## src/rtl/cmd_sequencer_if.sv

```systemverilog
`default_nettype none
// ============================================================================
// Module   : cmd_sequencer_if
// Purpose  : Bundles the command-push, controller and result signals of
//            cmd_sequencer.
//            master : command producer / controller model (drives cmd_in,
//                     cmd_valid, flush, O/C/Z/N, y)
//            slave  : the sequencer (drives cmd_ready, command, syscall,
//                     res_valid, res_y, res_flags, res_retries, busy, level)
//            level is $clog2(DEPTH)+1 bits; DEPTH must match the sequencer.
// Revision : 1.0  initial release
// ============================================================================
interface cmd_sequencer_if #(
    parameter int DEPTH = 8
);
    localparam int c_LW = $clog2(DEPTH) + 1;

    // command push side
    logic [11:0]     cmd_in;
    logic            cmd_valid;
    logic            cmd_ready;
    logic            flush;
    // downstream controller
    logic [11:0]     command;
    logic            syscall;
    logic            O;
    logic            C;
    logic            Z;
    logic            N;
    logic [31:0]     y;
    // result / status
    logic            res_valid;
    logic [31:0]     res_y;
    logic [3:0]      res_flags;
    logic [2:0]      res_retries;
    logic            busy;
    logic [c_LW-1:0] level;

    modport master (
        output cmd_in, cmd_valid, flush, O, C, Z, N, y,
        input  cmd_ready, command, syscall, res_valid, res_y, res_flags,
               res_retries, busy, level
    );

    modport slave (
        input  cmd_in, cmd_valid, flush, O, C, Z, N, y,
        output cmd_ready, command, syscall, res_valid, res_y, res_flags,
               res_retries, busy, level
    );
endinterface
`default_nettype wire

```

## src/rtl/cmd_sequencer.sv

```systemverilog
`default_nettype none
// ============================================================================
// Module   : cmd_sequencer
// Purpose  : Queues 12-bit commands in a FIFO and issues them one at a time
//            to a downstream controller: pop -> one-cycle syscall strobe ->
//            SETTLE wait cycles -> capture of y and {O,C,Z,N} with a
//            one-cycle res_valid pulse.
// Ports    : clk    - single clock, rising edge
//            rst_n  - asynchronous active-low reset
//            bus    - cmd_sequencer_if.slave (push handshake, flush, command,
//                     syscall, flags/y from controller, result and status)
// Options  : CMD_SEQ_CAS_RETRY_EN - when defined, a CAS command (opcode
//            3'b111) that returns y==0 is re-issued up to MAX_RETRY times.
//            Undefined (default): no re-issue, res_retries tied to 0.
// Revision : 1.0  initial release
// ============================================================================
module cmd_sequencer #(
    parameter int DEPTH     = 8,
    parameter int SETTLE    = 2,
    parameter int MAX_RETRY = 3
) (
    input  logic               clk,
    input  logic               rst_n,
    cmd_sequencer_if.slave     bus
);

    localparam int c_AW = $clog2(DEPTH);
    localparam int c_LW = c_AW + 1;
    localparam int c_CW = (SETTLE > 1) ? $clog2(SETTLE) : 1;

    localparam logic [1:0] c_IDLE    = 2'd0;
    localparam logic [1:0] c_ISSUE   = 2'd1;
    localparam logic [1:0] c_WAIT    = 2'd2;
    localparam logic [1:0] c_CAPTURE = 2'd3;

    // Elaboration-time parameter range checks.
    generate
        if (DEPTH < 2 || (DEPTH & (DEPTH - 1)) != 0) begin : g_bad_depth
            $error("cmd_sequencer: DEPTH must be a power of two >= 2");
        end
        if (SETTLE < 1) begin : g_bad_settle
            $error("cmd_sequencer: SETTLE must be >= 1");
        end
        if (MAX_RETRY < 1 || MAX_RETRY > 7) begin : g_bad_retry
            $error("cmd_sequencer: MAX_RETRY must be in 1..7");
        end
    endgenerate

    // ------------------------------------------------------------------------
    // Storage and state
    // ------------------------------------------------------------------------
    logic [11:0]     r_mem [DEPTH];
    logic [c_AW-1:0] r_wr_ptr;
    logic [c_AW-1:0] r_rd_ptr;
    logic [c_LW-1:0] r_level;

    logic [1:0]      r_state;
    logic [c_CW-1:0] r_wait_cnt;
    logic [11:0]     r_command;
    logic            r_res_valid;
    logic [31:0]     r_res_y;
    logic [3:0]      r_res_flags;

    logic            w_full;
    logic            w_push;
    logic            w_retry;
    logic            w_done;
    logic            w_pop;

    assign w_full = (r_level == c_LW'(DEPTH));
    assign w_push = bus.cmd_valid && !w_full;

    // A finished capture with work queued pops straight into ISSUE so that
    // consecutive syscall strobes are SETTLE+2 cycles apart.
    assign w_done = (r_state == c_CAPTURE) && !w_retry;
    assign w_pop  = (r_level != '0) && ((r_state == c_IDLE) || w_done);

    // ------------------------------------------------------------------------
    // Optional CAS re-issue
    // ------------------------------------------------------------------------
`ifdef CMD_SEQ_CAS_RETRY_EN
    logic [2:0] r_retry;
    logic [2:0] r_res_retries;

    assign w_retry = (r_state == c_CAPTURE) &&
                     (r_command[11:9] == 3'b111) &&
                     (bus.y == 32'd0) &&
                     (r_retry < 3'(MAX_RETRY));

    // The count restarts on every pop; the value used by a finishing command
    // is copied out on the same edge the pop may clear it.
    always_ff @(posedge clk or negedge rst_n) begin
        if (!rst_n) begin
            r_retry       <= 3'd0;
            r_res_retries <= 3'd0;
        end else begin
            if (w_done) begin
                r_res_retries <= r_retry;
            end
            if (w_pop) begin
                r_retry <= 3'd0;
            end else if (w_retry) begin
                r_retry <= r_retry + 3'd1;
            end
        end
    end

    assign bus.res_retries = r_res_retries;
`else
    assign w_retry         = 1'b0;
    assign bus.res_retries = 3'd0;
`endif

    // ------------------------------------------------------------------------
    // FIFO pointers and occupancy; flush overrides a same-cycle push
    // ------------------------------------------------------------------------
    always_ff @(posedge clk or negedge rst_n) begin
        if (!rst_n) begin
            r_wr_ptr <= '0;
            r_rd_ptr <= '0;
            r_level  <= '0;
        end else if (bus.flush) begin
            r_wr_ptr <= '0;
            r_rd_ptr <= '0;
            r_level  <= '0;
        end else begin
            if (w_push) begin
                r_wr_ptr <= r_wr_ptr + c_AW'(1);
            end
            if (w_pop) begin
                r_rd_ptr <= r_rd_ptr + c_AW'(1);
            end
            case ({w_push, w_pop})
                2'b10:   r_level <= r_level + c_LW'(1);
                2'b01:   r_level <= r_level - c_LW'(1);
                default: r_level <= r_level;
            endcase
        end
    end

    // Entry storage needs no reset: only entries below level are ever read.
    always_ff @(posedge clk) begin
        if (w_push && !bus.flush) begin
            r_mem[r_wr_ptr] <= bus.cmd_in;
        end
    end

    // ------------------------------------------------------------------------
    // Issue FSM
    // ------------------------------------------------------------------------
    always_ff @(posedge clk or negedge rst_n) begin
        if (!rst_n) begin
            r_state     <= c_IDLE;
            r_wait_cnt  <= '0;
            r_command   <= 12'd0;
            r_res_valid <= 1'b0;
            r_res_y     <= 32'd0;
            r_res_flags <= 4'd0;
        end else begin
            r_res_valid <= 1'b0;
            case (r_state)
                c_IDLE: begin
                    if (w_pop) begin
                        r_command <= r_mem[r_rd_ptr];
                        r_state   <= c_ISSUE;
                    end
                end
                c_ISSUE: begin
                    r_wait_cnt <= '0;
                    r_state    <= c_WAIT;
                end
                c_WAIT: begin
                    if (r_wait_cnt == c_CW'(SETTLE - 1)) begin
                        r_state <= c_CAPTURE;
                    end else begin
                        r_wait_cnt <= r_wait_cnt + c_CW'(1);
                    end
                end
                c_CAPTURE: begin
                    if (w_retry) begin
                        // same command re-issued, no result reported
                        r_state <= c_ISSUE;
                    end else begin
                        r_res_valid <= 1'b1;
                        r_res_y     <= bus.y;
                        r_res_flags <= {bus.O, bus.C, bus.Z, bus.N};
                        if (w_pop) begin
                            r_command <= r_mem[r_rd_ptr];
                            r_state   <= c_ISSUE;
                        end else begin
                            r_state <= c_IDLE;
                        end
                    end
                end
                default: begin
                    r_state <= c_IDLE;
                end
            endcase
        end
    end

    // ------------------------------------------------------------------------
    // Outputs
    // ------------------------------------------------------------------------
    assign bus.cmd_ready = !w_full;
    assign bus.command   = r_command;
    assign bus.syscall   = (r_state == c_ISSUE);
    assign bus.busy      = (r_state != c_IDLE);
    assign bus.level     = r_level;
    assign bus.res_valid = r_res_valid;
    assign bus.res_y     = r_res_y;
    assign bus.res_flags = r_res_flags;

endmodule
`default_nettype wire

```

## src/flat_wrapper.sv

```systemverilog
// flat-port wrapper written by rule: the top's interface ports become plain ports
module cmd_sequencer_flat 
#(
    parameter int DEPTH     = 8,
    parameter int SETTLE    = 2,
    parameter int MAX_RETRY = 3
)
  (clk, rst_n, bus_cmd_in, bus_cmd_valid, bus_flush, bus_O, bus_C, bus_Z, bus_N, bus_y, bus_cmd_ready, bus_command, bus_syscall, bus_res_valid, bus_res_y, bus_res_flags, bus_res_retries, bus_busy, bus_level);
  cmd_sequencer_if #(.DEPTH(DEPTH)) bus_i ();
  input  logic clk;
  input  logic rst_n;
  input wire logic [$bits(bus_i.cmd_in)-1:0] bus_cmd_in;
  input wire logic [$bits(bus_i.cmd_valid)-1:0] bus_cmd_valid;
  input wire logic [$bits(bus_i.flush)-1:0] bus_flush;
  input wire logic [$bits(bus_i.O)-1:0] bus_O;
  input wire logic [$bits(bus_i.C)-1:0] bus_C;
  input wire logic [$bits(bus_i.Z)-1:0] bus_Z;
  input wire logic [$bits(bus_i.N)-1:0] bus_N;
  input wire logic [$bits(bus_i.y)-1:0] bus_y;
  output wire logic [$bits(bus_i.cmd_ready)-1:0] bus_cmd_ready;
  output wire logic [$bits(bus_i.command)-1:0] bus_command;
  output wire logic [$bits(bus_i.syscall)-1:0] bus_syscall;
  output wire logic [$bits(bus_i.res_valid)-1:0] bus_res_valid;
  output wire logic [$bits(bus_i.res_y)-1:0] bus_res_y;
  output wire logic [$bits(bus_i.res_flags)-1:0] bus_res_flags;
  output wire logic [$bits(bus_i.res_retries)-1:0] bus_res_retries;
  output wire logic [$bits(bus_i.busy)-1:0] bus_busy;
  output wire logic [$bits(bus_i.level)-1:0] bus_level;
  assign bus_i.cmd_in = bus_cmd_in;
  assign bus_i.cmd_valid = bus_cmd_valid;
  assign bus_i.flush = bus_flush;
  assign bus_i.O = bus_O;
  assign bus_i.C = bus_C;
  assign bus_i.Z = bus_Z;
  assign bus_i.N = bus_N;
  assign bus_i.y = bus_y;
  assign bus_cmd_ready = bus_i.cmd_ready;
  assign bus_command = bus_i.command;
  assign bus_syscall = bus_i.syscall;
  assign bus_res_valid = bus_i.res_valid;
  assign bus_res_y = bus_i.res_y;
  assign bus_res_flags = bus_i.res_flags;
  assign bus_res_retries = bus_i.res_retries;
  assign bus_busy = bus_i.busy;
  assign bus_level = bus_i.level;
  cmd_sequencer #(.DEPTH(DEPTH), .SETTLE(SETTLE), .MAX_RETRY(MAX_RETRY)) u_core (.clk(clk), .rst_n(rst_n), .bus(bus_i));
endmodule
```

## config.mk

```make
export PLATFORM = sky130hd
export DESIGN_NAME = cmd_sequencer_flat
export DESIGN_NICKNAME = d
export VERILOG_FILES = /design/src/rtl/cmd_sequencer_if.sv /design/src/rtl/cmd_sequencer.sv /design/src/flat_wrapper.sv
export SDC_FILE = /design/constraint.sdc
export NUM_CORES = 1
export LEC_CHECK = 0
export ABC_CLOCK_PERIOD_IN_PS = 3020
export BUFFER_PORTS_ARGS = -buffer_cell sky130_fd_sc_hd__buf_2
export CAP_MARGIN = 20
export CORE_ASPECT_RATIO = 0.9
export CORE_UTILIZATION = 50
export DETAILED_ROUTE_END_ITERATION = 7
export PLACE_DENSITY = 0.8
export SYNTH_ARGS = -nofsm -noshare
export SYNTH_HDL_FRONTEND = slang
export SYNTH_SLANG_ARGS = --single-unit
```

## constraint.sdc

```tcl
create_clock -name clk -period 3.02 [get_ports clk]
set_clock_uncertainty 0.2 [all_clocks]
set_input_delay 0.151 -clock clk [delete_from_list [all_inputs] [get_ports clk]]
set_output_delay 0.151 -clock clk [all_outputs]
set_load 0.02 [all_outputs]
```

==> key figures, run 1 <==
Synthesis
  • Synthesized area per cell: about 17 µm²
  • Synth warn: 0
  • Synth Cell Area: ~6300 µm²
  • Synth unique cells: 39
  • Largest cells by area after synthesis: edfxtp_1 (46%), dfrtp_1 (25%), mux4_2 (8.6%)
  • Area leader, netlist: edfxtp_1
  • Share of the synthesized area in the top cell type: 0.4589
  • Syn Inst Count: 360
  • Post-synthesis sequential area ratio: 0.7058
  • Register bit total from synthesis: roughly 160

GRT
  • Tot GR Track Use: 0.2163
  • Grt total ovfl: 0
  • Initial antenna violation count: 0
  • Vias in the first global route: slightly below 4000
  • Pin count of the biggest net entering global routing: 47
  • First-pass GRT wire length: 20.47 mm

Finish
  • Share of layout cells above drive strength 1: 0.4339
  • Most frequent cells in the layout: buf_2 (107), edfxtp_1 (96), dfrtp_1 (60), dlygate4sd3_1 (51), mux2_2 (37)
  • Nets@finish: 608
  • Filler instances: 773
  • Fin area: ~8300 µm²
  • Commonest non-fill, non-tap cell in the layout: buf_2
  • Layout Area Growth over Synthesis: 32.62%
  • Antenna Cells: 0
  • Final Util: 0.6845

Placement
  • Dpl cell area: 7084 µm²
  • IO Port Bufs: around 110
  • DP HPWL: between 7 and 8 mm
  • GPL Wtd Cong: 0.7691

Floorplan
  • Row cnt: 38
  • Core area: ~12000 µm²
  • Die area: 13020 µm²
  • Die height: ~110 µm
  • DIE WIDTH: 120.2 µm
  • Initial Util: 0.5161
  • IO Count: roughly 110

STA
  • Rel. slew slack: 0.4165
  • RSZ-0062 raised after global routing: yes
  • Hold Slack: -0.01520 ns
  • Final period utilization: 0.9861
  • Max-slew violation count: 0
  • Final setup viols: 0
  • Measured slew at the worst slew-check pin: a little under 0.9 ns
  • Fin. Hold Viols: 11
  • Fmax: 0.3358 GHz
  • Tmin final: 2.978 ns

Power and ir drop
  • Clock power share: 0.260
  • Power density cells: ~970 nW/µm²
  • Gate power share: 0.368
  • Pleak: 0.003249 µW
  • Sw frac: 0.3392
  • Internal Pwr Total: ~5300 µW
  • NetSw: roughly 2700 µW
  • Sequential power share: 0.371
  • Peak supply drop: about 0.7 mV

CTS
  • CTS Buf Count: 17
  • Clk sink count: ~160
  • Clock slew at reported path FFs: ~0.06 ns
  • Clock root cell: clkbuf_16
  • Max Root-Sink Buffers: 2
  • CTS H-tree lvls: 4
  • CTS tree: yes
  • Clk_lat worst skew: around 0.41 ns

Critical path
  • Slowest-stage cell, CP: or4_4
  • Nature of the critical path endpoint: flip-flop
  • R2r setup slk: approximately 0.042 ns
  • Crit Reg-Reg Startpoint: u_core.bus.level[0]
  • Critical path peak fanout: 5
  • Critical path launch point: u_core.bus.level[0]
  • Crit path depth: 8
  • Worst path cell trace: or4_4, o211ai_4, inv_2, ha_4, a31o_4, a311oi_4, mux2i_2, mux2_4
  • CP top delay family: compound AO/OA/AOI/OAI gates
  • CP Data Required Time: 3.11 ns
  • CP Buf/Inv Count: 1
  • Crit path kind: reg -> reg
  • R2r worst-path depth: 8
  • CP Launch Type: flip-flop
  • WP data arrival: a little over 3 ns
  • R2R Path End: u_core.bus.level[3]
  • CP peak stage delay: just under 0.6 ns

Routing
  • DRC: 0
  • Post-Route WL: 13.53 mm
  • Met3 WL: 941 µm
  • Initial drt markers: 281
  • Vias per inst: about 5.3
  • Uppermost layer routed: met4
  • Routed wire per std cell: 18.79 µm
  • Met2 wire length: between 6 and 7 mm
  • Pre-antenna DRT Iters: 4
  • WL met1: 5.689 mm
  • Vias: between 3000 and 4000
  • Final ANT Viol Nets: 0

Run
  • Max_cap viols: 0

Worst hold path
  • Hold/Removal Path Class: in -> async

Outcome
  • Status: complete, but fails checks
  • Failing checks: negative hold slack
-- power by group through the flow --
stage,Clock (µW),Sequential (µW),Combinational (µW)
floorplan,0,3450,1430
global placement,0,3000,2600
detailed placement,0,3030,2700
CTS,2150,2990,2770
global route,2220,3060,3190
finish,2100,3000,2980
-- metal layers --
metal	GRT usage	up-vias
met4	0.1045	0
met2	0.3596	164
met3	0.05802	26
met1	0.2645	1874
met5	0	-
li1	-	1737
-- Yosys cell counts, drive strengths merged --
master / count
a31o: 1
conb: 1
a211oi: 1
buf: 9
nor2: 26
mux2i: 13
a311oi: 1
nor4bb: 1
nand2: 7
nand2b: 3
a21oi: 17
or4: 1
nor4: 1
xnor2: 2
ha: 9
mux4: 24
nor3: 5
o211ai: 3
edfxtp: 96
or3: 1
inv: 7
xor2: 3
a21boi: 1
a32oi: 1
clkbuf: 12
nand3: 5
nor4b: 1
nor2b: 2
dfrtp: 62
o21ai: 5
mux2: 38
nor3b: 1
-- kinds of logic (layout without fill, tap and decap cells) --
logic type / after synthesis / in the layout / share of synthesized area
flops: 158 / 158 / 0.7058
simple gates: 54 / 54 / 0.04302
compound gates: 30 / 30 / 0.03047
fa+ha+maj: 9 / 9 / 0.01793
xor+xnor: 5 / 5 / 0.006972
mux: 75 / 75 / 0.1749
other cells: 1 / 3 / 0.0005969
buf+inv: 28 / 226 / 0.02031
-- area by class of cell --
type,instances,area (µm²),share of cell area
Clock buffer,25,528.0,0.06337
Clock inverter,7,72.57,0.008710
Inverter,7,26.28,0.003154
Multi-Input combinational cell,176,1792,0.2150
Sequential cell,158,4437,0.5325
Tap cell,160,200.2,0.02403
Timing Repair Buffer,187,1276,0.1532
-- state kept, by name, indices dropped and copies added, names as in the netlist --
register	cells
u_core.r_wait_cnt	1
u_core.bus.res_y	32
u_core.r_mem	96
u_core.bus.res_valid	1
u_core.bus.res_flags	4
u_core.r_state	2
u_core.r_wr_ptr	3
u_core.bus.command	12
u_core.bus.level	4
u_core.r_rd_ptr	3
-- worst reg2reg max path, stage by stage (launching register included) --
cell and delay [ns]:
dfrtp_1 0.42, or4_4 0.59, o211ai_4 0.12, inv_2 0.10, ha_4 0.26, a31o_4 0.22, a311oi_4 0.31, mux2i_2 0.30
mux2_4 0.33
-- how the worst max path moves through the flow --
stage	end	slack [ns]
final	u_core.bus.level[3]	0.04
after global routing	u_core.bus.level[3]	0.008
after CTS	u_core.bus.level[3]	0.02
after detailed placement	u_core.bus.level[3]	-0.07
after global placement	u_core.bus.level[3]	0.09
after floorplan	u_core.bus.level[3]	0.0007
-- repair_timing --
action	in CTS	in global routing
hold endpoints to repair	185	0
cloned	0	0
resized for setup	1	10
hold buffers	51	0
pin swaps	0	6
setup endpoints to repair	1	1
buffers inserted	0	8
-- metrics by stage --
step                      setup TNS, ns  setup WS, ns  std cells  total power (µW)
final                                 0       0.04198        720              8083
after global routing                  0      0.007616        720              8474
after CTS                             0       0.01674        711              7907
after detailed placement       -0.07288      -0.07288        628              5729
after global placement                0       0.08793        628              5606
after floorplan                       0     0.0007028        362              4880
(Power assumes the default switching activity.)
==> inputs of run 2 (changes only) <==
--- a/config.mk
+++ b/config.mk
@@ -9,9 +9,10 @@
 export BUFFER_PORTS_ARGS = -buffer_cell sky130_fd_sc_hd__buf_2
 export CAP_MARGIN = 20
 export CORE_ASPECT_RATIO = 0.9
-export CORE_UTILIZATION = 50
+export CORE_UTILIZATION = 52
+export CTS_BUF_LIST = sky130_fd_sc_hd__clkbuf_4
 export DETAILED_ROUTE_END_ITERATION = 7
-export PLACE_DENSITY = 0.8
+export PLACE_DENSITY = 0.83
 export SYNTH_ARGS = -nofsm -noshare
 export SYNTH_HDL_FRONTEND = slang
 export SYNTH_SLANG_ARGS = --single-unit
==> key figures, run 2 (same netlist as run 1, synthesis figures left out) <==
Outcome
  • Status: completed

Floorplan
  • Row cnt: 37
  • Die area: around 13000 µm²
  • Die height: roughly 110 µm
  • DIE WIDTH: between 100 and 150 µm
  • IO Count: between 100 and 150
  • Core area: between 10000 and 15000 µm²
  • Initial Util: 0.5406

Routing
  • Pre-antenna DRT Iters: 4
  • Initial drt markers: 176
  • DRC: 0
  • Vias per inst: 5.306
  • Post-Route WL: ~13 mm
  • Vias: about 3800
  • Routed wire per std cell: between 15 and 20 µm
  • Final ANT Viol Nets: 0

STA
  • Rel. slew slack: 0.4570
  • Setup ws final: approximately 0.16 ns
  • Final setup TNS: 0 ns
  • Final setup viols: 0
  • Final period utilization: 0.9466
  • Max-slew violation count: 0
  • Fmax: 0.3498 GHz
  • Fin. Hold Viols: 0
  • Tmin final: around 2.9 ns
  • Measured slew at the worst slew-check pin: between 0.8 and 0.9 ns
  • RSZ-0062 raised after global routing: no

CTS
  • Clk sink count: about 160
  • Max Root-Sink Buffers: 2
  • CTS Buf Count: 17
  • Clk_lat worst skew: around 0.51 ns
  • CTS H-tree lvls: 4
  • Clock slew at reported path FFs: between 0.1 and 0.15 ns
  • CTS tree: yes
  • Clock root cell: clkbuf_4

Power and ir drop
  • Internal Pwr Total: between 4000 and 5000 µW
  • Sequential power share: 0.413
  • Power density cells: approximately 910 nW/µm²
  • Gate power share: 0.391
  • Peak supply drop: 0.6519 mV
  • NetSw: around 2600 µW
  • Clock power share: 0.197
  • Sw frac: 0.3525
  • Pleak: approximately 0.0031 µW

Critical path
  • WP data arrival: between 3 and 4 ns
  • CP Launch Type: flip-flop
  • Critical path peak fanout: 6
  • Nature of the critical path endpoint: flip-flop
  • Crit path kind: reg -> reg
  • CP Data Required Time: between 3 and 4 ns

GRT
  • First-pass GRT wire length: 20.02 mm
  • Pin count of the biggest net entering global routing: 38
  • Initial antenna violation count: 0
  • Grt total ovfl: 0
  • Tot GR Track Use: 0.2149
  • Vias in the first global route: roughly 4000

Finish
  • Nets@finish: ~600
  • Layout Area Growth over Synthesis: 26.71%
  • Most frequent cells in the layout: buf_2 (107), edfxtp_1 (96), dfrtp_1 (60), dlygate4sd3_1 (52), mux2_2 (37)
  • Commonest non-fill, non-tap cell in the layout: buf_2
  • Antenna Cells: 0
  • Max reg flops: between 90 and 100
  • Share of layout cells above drive strength 1: 0.4224
  • Most flops, register: u_core.r_mem

Run
  • Max_cap viols: 0

Worst hold path
  • Hold/Removal Path Class: in -> async

Placement
  • IO Port Bufs: 107
  • GPL Wtd Cong: between 0.7 and 0.8
  • Dpl ws: roughly 0.062 ns
  • DP HPWL: about 7.7 mm
==> run 2: cell count changes in the layout (fill, tap and decap cells not counted), moves of 3 or more <==
| cell | change |
|---|---|
| buf_4 | -6 |
| bufinv_16 | +4 |
| clkbuf_4 | +18 |
| clkinvlp_4 | -4 |
| clkbuf_1 | -3 |
| clkbuf_8 | -3 |
| clkbuf_16 | -19 |
| clkinv_2 | +4 |
==> run 2: per-stage QoR <==
stage,total power [µW],cells,util,hold slack (ns),area [µm²]
finish,7262,710,0.6850,0.03240,7960
global route,7642,710,0.6850,0.09199,7960
CTS,7230,709,0.6832,0.01084,7939
detailed placement,5752,625,0.6099,0.08258,7087
global placement,5627,625,0.6099,0.07794,7087
floorplan,4880,362,-,-0.3446,6297
==> run 2: what timing repair did <==
action | CTS | global route
hold buffers | 52 | 0
endpoints found under the setup margin | 0 | 1
endpoints found under the hold margin | 174 | 0
setup buffers | 0 | 1
resized for setup | 0 | 3
==> run 2: power by group through the flow <==
| stage | sequential (µW) | combinational, µW | clock [µW] |
|---|---|---|---|
| 2_1_floorplan | 3450 | 1430 | 0 |
| 3_3_place_gp | 2980 | 2650 | 0 |
| 3_5_place_dp | 3020 | 2730 | 0 |
| 4_1_cts | 2970 | 2800 | 1460 |
| 5_1_grt | 3040 | 3060 | 1540 |
| 6_report | 3000 | 2840 | 1430 |
==> run 2: final timing paths <==
check	from	end	slack, ns	depth (start not counted)
worst max register to register	u_core.bus.level[2]	u_core.bus.level[3]	0.16	8
min in group clk	bus_y[8]	u_core.bus.res_y[8]	0.18	3
worst min register to register	u_core.bus.res_y[25]	u_core.bus.res_y[25]	0.32	1
max in group asynchronous	rst_n	u_core.bus.res_y[10]	1.87	3
worst min-delay path	rst_n	u_core.bus.command[9]	0.03	2
worst max-delay path	u_core.bus.level[2]	u_core.bus.level[3]	0.16	8
==> run 2: layer usage <==
metal / GRT usage / vias up / share of wire / routed length, µm
met5: 0 / - / 0 / 0
met4: 0.07967 / 0 / 0.0082 / 104
met3: 0.05579 / 8 / 0.060 / 757
met2: 0.3744 / 145 / 0.52 / 6534
met1: 0.2589 / 1890 / 0.42 / 5288
li1: - / 1724 / - / -
==> run 2: critical path, cell delays in order (launching register included) <==
cell and delay (ns):
dfrtp_1 0.51, or4_4 0.50, o211ai_2 0.16, inv_2 0.13, ha_4 0.25, a31o_2 0.25
a311oi_2 0.21, mux2i_1 0.22, mux2_1 0.33
==> run 2: final cells by class <==
cell class | instances | area, µm²
Fill cell | 731 | 3660
Clock buffer | 18 | 135.1
Sequential cell | 158 | 4437
Inverter | 7 | 26.28
Multi-Input combinational cell | 176 | 1749
Clock inverter | 14 | 196.4
Tap cell | 156 | 195.2
Timing Repair Buffer | 181 | 1221
==> inputs of run 3 (changes only) <==
--- a/config.mk
+++ b/config.mk
@@ -8,8 +8,10 @@
 export ABC_CLOCK_PERIOD_IN_PS = 3020
 export BUFFER_PORTS_ARGS = -buffer_cell sky130_fd_sc_hd__buf_2
 export CAP_MARGIN = 20
+export CELL_PAD_IN_SITES_DETAIL_PLACEMENT = 0
+export CELL_PAD_IN_SITES_GLOBAL_PLACEMENT = 1
 export CORE_ASPECT_RATIO = 0.9
-export CORE_UTILIZATION = 52
+export CORE_UTILIZATION = 44
 export CTS_BUF_LIST = sky130_fd_sc_hd__clkbuf_4
 export DETAILED_ROUTE_END_ITERATION = 7
 export PLACE_DENSITY = 0.83
==> key figures, run 3 (same netlist as run 1, synthesis figures left out) <==
Outcome
  • Status: completed

Critical path
  • CP Launch Type: flip-flop
  • WP data arrival: around 3.1 ns
  • Crit path kind: reg -> reg
  • CP Data Required Time: 3.25 ns
  • Critical path peak fanout: 5
  • Nature of the critical path endpoint: flip-flop

Routing
  • Post-Route WL: 12.51 mm
  • Vias per inst: about 5
  • DRC: 0
  • Final ANT Viol Nets: 0
  • Vias: 3691
  • Routed wire per std cell: between 15 and 20 µm
  • Initial drt markers: between 100 and 150
  • Pre-antenna DRT Iters: 6

STA
  • Rel. slew slack: 0.4021
  • Fin. Hold Viols: 0
  • RSZ-0062 raised after global routing: no
  • Tmin final: ~2.9 ns
  • Final period utilization: 0.9483
  • Final setup TNS: 0 ns
  • Final setup viols: 0
  • Fmax: between 0.3 and 0.4 GHz
  • Measured slew at the worst slew-check pin: roughly 0.9 ns
  • Max-slew violation count: 0

Worst hold path
  • Hold/Removal Path Class: in -> async

Finish
  • Max reg flops: between 90 and 100
  • Most flops, register: u_core.r_mem
  • Commonest non-fill, non-tap cell in the layout: buf_2
  • Fin area: between 7000 and 8000 µm²
  • Area occupied by multi-input gates: around 1700 µm²
  • Share of layout cells above drive strength 1: 0.4227
  • Layout Area Growth over Synthesis: 27.09%
  • Nets@finish: about 600
  • Storage cell area: 4437 µm²
  • Most frequent cells in the layout: buf_2 (107), edfxtp_1 (96), dfrtp_1 (60), dlygate4sd3_1 (52), mux2_2 (37)
  • Filler instances: ~1000
  • Final Util: 0.5722

Power and ir drop
  • Peak supply drop: roughly 0.44 mV
  • Pleak: 0.003095 µW
  • Power density cells: 885.2 nW/µm²
  • Power consumption: 7068 µW

GRT
  • Pin count of the biggest net entering global routing: just over 40
  • Grt total ovfl: 0
  • First-pass GRT wire length: a little under 20 mm
  • Initial antenna violation count: 1
  • Tot GR Track Use: 0.1784
  • Vias in the first global route: between 3000 and 4000

CTS
  • Max Root-Sink Buffers: 2
  • CTS Buf Count: 17
  • Clk_lat worst skew: 0.54 ns
  • Clock slew at reported path FFs: approximately 0.12 ns
  • CTS tree: yes
  • Clk sink count: 158
  • CTS H-tree lvls: 4
  • Clock root cell: clkbuf_4

Placement
  • DP HPWL: slightly above 8 mm
  • Dpl cell area: between 7000 and 8000 µm²
  • IO Port Bufs: 107
  • GPL Wtd Cong: roughly 0.8

Floorplan
  • Initial Util: 0.4502
  • Row cnt: just over 40
  • Die area: about 15000 µm²
  • DIE WIDTH: between 100 and 150 µm
  • Die height: roughly 120 µm
  • IO Count: about 110
  • Core area: around 14000 µm²

Run
  • Max_cap viols: 0
-- run 3: worst max-delay path: stages, from the launching register on --
cell and delay [ns]:
dfrtp_2 0.42, or4_4 0.57, o211ai_2 0.15, inv_2 0.12
ha_4 0.25, a31o_2 0.25, a311oi_2 0.21, mux2i_1 0.24
mux2_1 0.33
-- run 3: power breakdown --
| group | switching (µW) | leakage [µW] | internal, µW |
|---|---|---|---|
| Clock | 694 | 0.000155 | 582 |
| Sequential | 239 | 0.00160 | 2740 |
| Combinational | 1590 | 0.00134 | 1220 |
-- run 3: what timing repair did --
action | CTS | global route
gates resized for setup | 0 | 4
setup buffers | 0 | 0
hold buffers | 52 | 0
hold endpoints to repair | 180 | 0
setup endpoints to repair | 0 | 1
-- run 3: final timing paths --
kind / start / cells after the start / endpoint / slack [ns]
min in group clk: bus_y[10] / 3 / u_core.bus.res_y[10] / 0.17
worst min-delay path: rst_n / 2 / u_core.bus.res_valid / 0.08
worst max register to register: u_core.bus.level[1] / 8 / u_core.bus.level[3] / 0.16
max in group asynchronous: rst_n / 3 / u_core.bus.res_y[9] / 1.82
worst min register to register: u_core.bus.res_y[13] / 1 / u_core.bus.res_y[13] / 0.32
worst max-delay path: u_core.bus.level[1] / 8 / u_core.bus.level[3] / 0.16
-- run 3: layer usage --
metal  GRT usage  up-vias  routed length, µm
li1            -     1728                  -
met1      0.2186     1828               5541
met2      0.2978      119               6069
met3     0.05351       16                737
met4     0.07294        0                161
met5           0        -                  0
-- run 3: cell type report --
cell class              instances  share of cell area
flip-flops and latches        158              0.5557
multi-input cells             176              0.2191
repair buffers                183              0.1548
well taps                     193             0.03025
clock inverters                13             0.01865
clock buffers                  19             0.01787
inverters                       7            0.003291
diodes                          1           0.0003134
-- run 3: per-stage QoR --
step / cells / hold WS (ns) / setup WS, ns
after global placement: 665 / 0.1054 / 0.1440
final: 750 / 0.07861 / 0.1560
after detailed placement: 665 / 0.1251 / 0.07908
after CTS: 749 / 0.03677 / 0.06603
after floorplan: 362 / -0.3446 / 0.0007028
after global routing: 750 / 0.09642 / 0.06908
